<file path="config.mk">
export PLATFORM = sky130hd
export DESIGN_NAME = keypad_scan_ctrl
export DESIGN_NICKNAME = d
export VERILOG_FILES = /design/src/rtl/keypad_scan_ctrl.sv
export SDC_FILE = /design/constraint.sdc
export NUM_CORES = 1
export LEC_CHECK = 0
export ABC_AREA = 1
export ABC_CLOCK_PERIOD_IN_PS = 1450
export BUFFER_PORTS_ARGS = -buffer_cell sky130_fd_sc_hd__buf_2
export CORE_MARGIN = 2
export CORE_UTILIZATION = 45
export DETAILED_ROUTE_END_ITERATION = 16
export GPL_TIMING_DRIVEN = 0
export PLACE_DENSITY_LB_ADDON = 0.1
export SLEW_MARGIN = 20
export SYNTH_ARGS = -nofsm -noshare
export SYNTH_HDL_FRONTEND = slang
export SYNTH_SLANG_ARGS = --single-unit
export TNS_END_PERCENT = 1
</file>
<file path="constraint.sdc">
create_clock -name clk -period 1.45 [get_ports clk]
set_input_delay 0.0725 -clock clk [delete_from_list [all_inputs] [get_ports clk]]
set_output_delay 0.0725 -clock clk [all_outputs]
set_load 0.05 [all_outputs]
</file>
<file path="src/rtl/keypad_scan_ctrl.sv">
// keypad_scan_ctrl: column scan sequencer for a 5x4 keypad.
// Drives one column low at a time, samples rows after a settle delay,
// debounces a candidate press, hands the key code to the consumer through
// a one-entry valid/ready holding register, then waits for release.
module keypad_scan_ctrl #(
  parameter int SETTLE_CYC   = 16,
  parameter int DEBOUNCE_CNT = 100000,
  parameter int RELEASE_CNT  = 100000
) (
  input  logic       clk,
  input  logic       rst_n,
  output logic [3:0] col_drv,
  input  logic [4:0] row_in,
  output logic [4:0] key_code,
  output logic       key_valid,
  input  logic       key_ready,
  output logic       key_drop,
  output logic       busy
);

  localparam int SW = (SETTLE_CYC   < 1) ? 1 : $clog2(SETTLE_CYC + 1);
  localparam int DW = (DEBOUNCE_CNT < 1) ? 1 : $clog2(DEBOUNCE_CNT + 1);
  localparam int RW = (RELEASE_CNT  < 1) ? 1 : $clog2(RELEASE_CNT + 1);

  typedef enum logic [1:0] {
    ST_SCAN     = 2'd0,
    ST_DEBOUNCE = 2'd1,
    ST_HELD     = 2'd2
  } state_t;

  state_t          state_q,     state_d;
  logic [1:0]      col_idx_q,   col_idx_d;
  logic [3:0]      col_drv_q,   col_drv_d;
  logic [SW-1:0]   set_cnt_q,   set_cnt_d;
  logic [DW-1:0]   deb_cnt_q,   deb_cnt_d;
  logic [RW-1:0]   rel_cnt_q,   rel_cnt_d;
  logic [4:0]      row_pat_q,   row_pat_d;
  logic [2:0]      cap_row_q,   cap_row_d;
  logic [4:0]      key_code_q,  key_code_d;
  logic            key_valid_q, key_valid_d;
  logic            key_drop_q,  key_drop_d;
  logic            busy_q,      busy_d;
  logic            emit;
  logic [4:0]      emit_code;

  // Lowest-numbered active-low row wins when several rows are pressed.
  function automatic logic [2:0] low_row(input logic [4:0] rows);
    logic [2:0] idx;
    idx = 3'd0;
    for (int i = 4; i >= 0; i--) begin
      if (!rows[i]) idx = 3'(i);
    end
    return idx;
  endfunction

  // Next-state computation for the scan FSM, counters and holding register.
  always_comb begin
    state_d     = state_q;
    col_idx_d   = col_idx_q;
    set_cnt_d   = set_cnt_q;
    deb_cnt_d   = deb_cnt_q;
    rel_cnt_d   = rel_cnt_q;
    row_pat_d   = row_pat_q;
    cap_row_d   = cap_row_q;
    key_code_d  = key_code_q;
    key_valid_d = key_valid_q;
    key_drop_d  = 1'b0;
    emit        = 1'b0;
    emit_code   = {cap_row_q, 2'b00} + {3'b000, col_idx_q};

    case (state_q)
      ST_SCAN: begin
        if (set_cnt_q == SW'(SETTLE_CYC)) begin
          set_cnt_d = '0;
          if (row_in == 5'b11111) begin
            col_idx_d = col_idx_q + 2'd1;
          end else begin
            row_pat_d = row_in;
            cap_row_d = low_row(row_in);
            deb_cnt_d = '0;
            state_d   = ST_DEBOUNCE;
          end
        end else begin
          set_cnt_d = set_cnt_q + SW'(1);
        end
      end
      ST_DEBOUNCE: begin
        if (row_in != row_pat_q) begin
          set_cnt_d = '0;
          state_d   = ST_SCAN;
        end else if (deb_cnt_q == DW'(DEBOUNCE_CNT - 1)) begin
          emit      = 1'b1;
          rel_cnt_d = '0;
          state_d   = ST_HELD;
        end else begin
          deb_cnt_d = deb_cnt_q + DW'(1);
        end
      end
      ST_HELD: begin
        // The release count is checked before the current sample, so the
        // next column appears RELEASE_CNT+1 cycles after rows go high.
        if (rel_cnt_q == RW'(RELEASE_CNT)) begin
          col_idx_d = col_idx_q + 2'd1;
          set_cnt_d = '0;
          state_d   = ST_SCAN;
        end else if (row_in == 5'b11111) begin
          rel_cnt_d = rel_cnt_q + RW'(1);
        end else begin
          rel_cnt_d = '0;
        end
      end
      default: begin
        state_d   = ST_SCAN;
        col_idx_d = 2'd0;
        set_cnt_d = '0;
      end
    endcase

    // Consumer handshake first, then a same-cycle emit may reload.
    if (key_valid_q && key_ready) key_valid_d = 1'b0;
    if (emit) begin
      if (!key_valid_q || key_ready) begin
        key_code_d  = emit_code;
        key_valid_d = 1'b1;
      end else begin
        key_drop_d  = 1'b1;
      end
    end

    col_drv_d = ~(4'b0001 << col_idx_d);
    busy_d    = (state_d != ST_SCAN);
  end

  // State register; every output comes straight from a flop.
  always_ff @(posedge clk or negedge rst_n) begin
    if (!rst_n) begin
      state_q     <= ST_SCAN;
      col_idx_q   <= 2'd0;
      col_drv_q   <= 4'b1110;
      set_cnt_q   <= '0;
      deb_cnt_q   <= '0;
      rel_cnt_q   <= '0;
      row_pat_q   <= 5'b11111;
      cap_row_q   <= 3'd0;
      key_code_q  <= 5'd0;
      key_valid_q <= 1'b0;
      key_drop_q  <= 1'b0;
      busy_q      <= 1'b0;
    end else begin
      state_q     <= state_d;
      col_idx_q   <= col_idx_d;
      col_drv_q   <= col_drv_d;
      set_cnt_q   <= set_cnt_d;
      deb_cnt_q   <= deb_cnt_d;
      rel_cnt_q   <= rel_cnt_d;
      row_pat_q   <= row_pat_d;
      cap_row_q   <= cap_row_d;
      key_code_q  <= key_code_d;
      key_valid_q <= key_valid_d;
      key_drop_q  <= key_drop_d;
      busy_q      <= busy_d;
    end
  end

  assign col_drv   = col_drv_q;
  assign key_code  = key_code_q;
  assign key_valid = key_valid_q;
  assign key_drop  = key_drop_q;
  assign busy      = busy_q;

endmodule

</file>
==> flow_summary.ini <==
[run_status]
run_status = finished with violations
violations = negative setup slack

[sta]
fin_worst_skew_ns = 0.0151
worst_slew_pin_slew_ns = 0.345
final_max_slew_viol_count = 0
layout_setup_ws_ns = -0.315
fin_crit_ns = 1.76
relSlewSlack_pct = 76.9
fmax_mhz = 567
final-setup-viol-count = 57
rsz0062_at_grt = yes
finalCritPeriodShare_pct = 122
hold_viol = 0

[synthesis]
syn_nets = 511
synth_edf_count = 0
synth-main-ff-cell = dfrtp_1
yosys.area.top_type = dfrtp_1
ys_seq_area_share_pct = 43.4
synth_seq_cells = 63
synthCells = 498
synthArstFlopShare_pct = 100
yosysTopAreaCellShare_pct = 37.6
synth_warnings = 0
syn_avg_cell_area_um2 = 7.35
synth_area_um2 = 3660
synth.area.top_cells = dfrtp_1 38%, nand2_1 15%, nand3_1 9.0%
synth.distinct_cells = 31

[power]
power.density_nw_per_um2 = 1050
ir_worst_vdd_mv = 0.602
p_leak_nw = 2.26

[global_routing]
grt.total_usage_pct = 21.4
grt-ovfl-total = 0
first_global_vias = 3285
antenna_found_initial = 0
grt_max_degree = 48
grt_first_pass_wirelength_um = 14800

[cells_and_area]
stdcell_area_um2 = 4550
num_antenna_cells = 0
nets = 567
drive_gt1_share_pct = 23.3
syn_to_final_growth_pct = 24.3

[detailed_routing]
drtIter0Drc = 174
drt_wl_total_um = 8860
drc = 0
firstDrtPassIters = 4
vias_per_cell = 5.09
antenna_left = 0
routedWlPerCell_um = 13.4
vias = 3363

[clock_network]
cts_buffer_depth = 2
cts_root_buffer = clkbuf_8
cts_sinks = 63
numCtsBuffers = 9
cts_tree = yes
clock_latency_ns = 0.35
path_clk_slew_ns = 0.07
ctsHtreeMaxLevel = 3

[placement]
portBuffers = 19
dp_hpwl_um = 6080
dpl_cell_area_um2 = 3920
pre_cts_slack_ns = -0.402
place_congestion = 0.944

[worst_setup_path]
cpPeakStageDelay_ns = 0.44
cp.buffers_inverters = 4
crit_chain = inv_2, ha_2, nand4_1, nor2_2, nand2_2, nand2_4, nand2_4, buf_8, buf_6, buf_4
required_ns = 1.68
startpoint_type = flop
cp-end-kind = flop
cp_slowest_cell = dfrtp_1
critPathKind = reg -> reg
crit_fanout = 6
worstPathArrival_ns = 2.00
crit_path_frequent_cell = nand2_4
cp_top_family = simple AND/OR/NAND/NOR gates

[min_path]
hp-class = in -> reg

[floorplan]
fp.coreArea_um2 = 7810
dieArea_um2 = 8870
die_y_um = 94.2
start_util_pct = 46.9
dieWidth_um = 94.2
pin_count = 20
rows = 32

[flow_run]
maxCapViolations = 0
-- kinds of logic after synthesis --
logic type                 Yosys count  synth area share (%)
and+or+nand+nor                    315                  38.9
buffers and inverters               71                  7.97
DFF                                 63                  43.4
AOI/OAI and AO/OA                   27                  3.97
xor gates and xnor gates            17                  4.07
adders and majority gates            5                  1.71
-- worst reg2reg max path: stages (launching register included) --
cell and delay, ns:
dfrtp_1 0.44, inv_2 0.07, ha_2 0.17, nand4_1 0.10
nor2_2 0.20, nand2_2 0.11, nand2_4 0.12, nand2_4 0.06
buf_8 0.13, buf_6 0.13, buf_4 0.13
-- cell usage in the layout, fill, tap and decap left out, drive strengths merged, types with 4 or more instances in the layout --
cell and n:
nand2 151, nand3 68, nor2 64, inv 62
dfrtp 55, buf 48, o21ai 20, nand4 18
clkbuf 14, xor2 11, nor3 9, dfstp 8
xnor2 6, ha 5, dlygate4sd3 4, a21oi 4
-- sequential cells by signal (all words and copies together), names as in the netlist, 3 cells and up --
| name | cells |
|---|---|
| deb_cnt_q | 17 |
| rel_cnt_q | 17 |
| key_code | 5 |
| row_pat_q | 5 |
| set_cnt_q | 5 |
| col_drv | 4 |
| cap_row_q | 3 |
-- worst paths after layout --
path | startpoint | endpoint | slack (ns) | cells after the start
max | rel_cnt_q[0] | state_q[1] | -0.31 | 10
min | row_in[0] | row_pat_q[0] | 0.01 | 3
max reg2reg | rel_cnt_q[0] | state_q[1] | -0.31 | 10
min reg2reg | cap_row_q[0] | key_code[2] | 0.47 | 2
max in group asynchronous | rst_n | row_pat_q[2] | 0.74 | 3
min in group asynchronous | rst_n | set_cnt_q[4] | 0.13 | 2
-- synthesized netlist by cell type, types with 2 or more instances --
cell type,n
nor2_1,57
nor2_4,3
xnor2_1,6
a21oi_1,3
nor2_2,3
o21ai_1,3
nand3_1,66
o21ai_0,17
xor2_1,11
o31ai_1,2
dfstp_2,8
nand3_4,2
ha_1,5
nand2_1,147
nand4_1,17
dfrtp_1,55
inv_1,59
nand2_2,4
buf_2,5
nor4_1,2
nor3_1,9
or2_2,2
inv_2,3
buf_6,2
-- final cells by class --
cell class	instances	area, µm²
plain buffers	8	95.1
clock buffers	13	159
clock inverters	3	42.5
fillers	738	3260
inverters	63	236
multi-input cells	364	1950
flip-flops and latches	63	1590
well taps	102	128
repair buffers	45	355
-- per-layer routing --
layer  vias up  wire length (µm)  GRT usage (%)  share of wire [%]
met5         -                 0              0                  0
met4         0               190           7.97                2.1
met3        16               306           4.90                3.5
met2        61              4370           37.4                 49
met1      1574              3990           25.6                 45
li1       1712                 -              -                  -
-- metrics by stage --
step	power [W]	utilization [%]	setup TNS, ns	hold WS (ns)	instances
global route	0.00507	58.3	-16.62	0.0311	661
CTS	0.00470	55.2	-9.27	0.0187	647
global placement	0.00297	49.9	-13.48	0.326	619
finish	0.00478	58.3	-10.15	0.0134	661
floorplan	0.00277	-	-1.73	-0.223	498
detailed placement	0.00301	50.2	-15.23	-0.0343	620
-- where the power goes --
group / internal (W) / total [W] / switching, W
clock: 0.000887 / 0.00159 / 0.000707
sequential: 0.00203 / 0.00219 / 0.000162
combinational: 0.000401 / 0.000996 / 0.000594
total: 0.00332 / 0.00478 / 0.00146
-- timing repair --
action,in CTS,in global routing
hold buffers,4,0
endpoints found under the hold margin,58,0
endpoints found under the setup margin,61,61
resized for setup,29,47
buffers inserted,7,13
pin swaps,9,16
cloned,0,1
(Power assumes the default switching activity.)
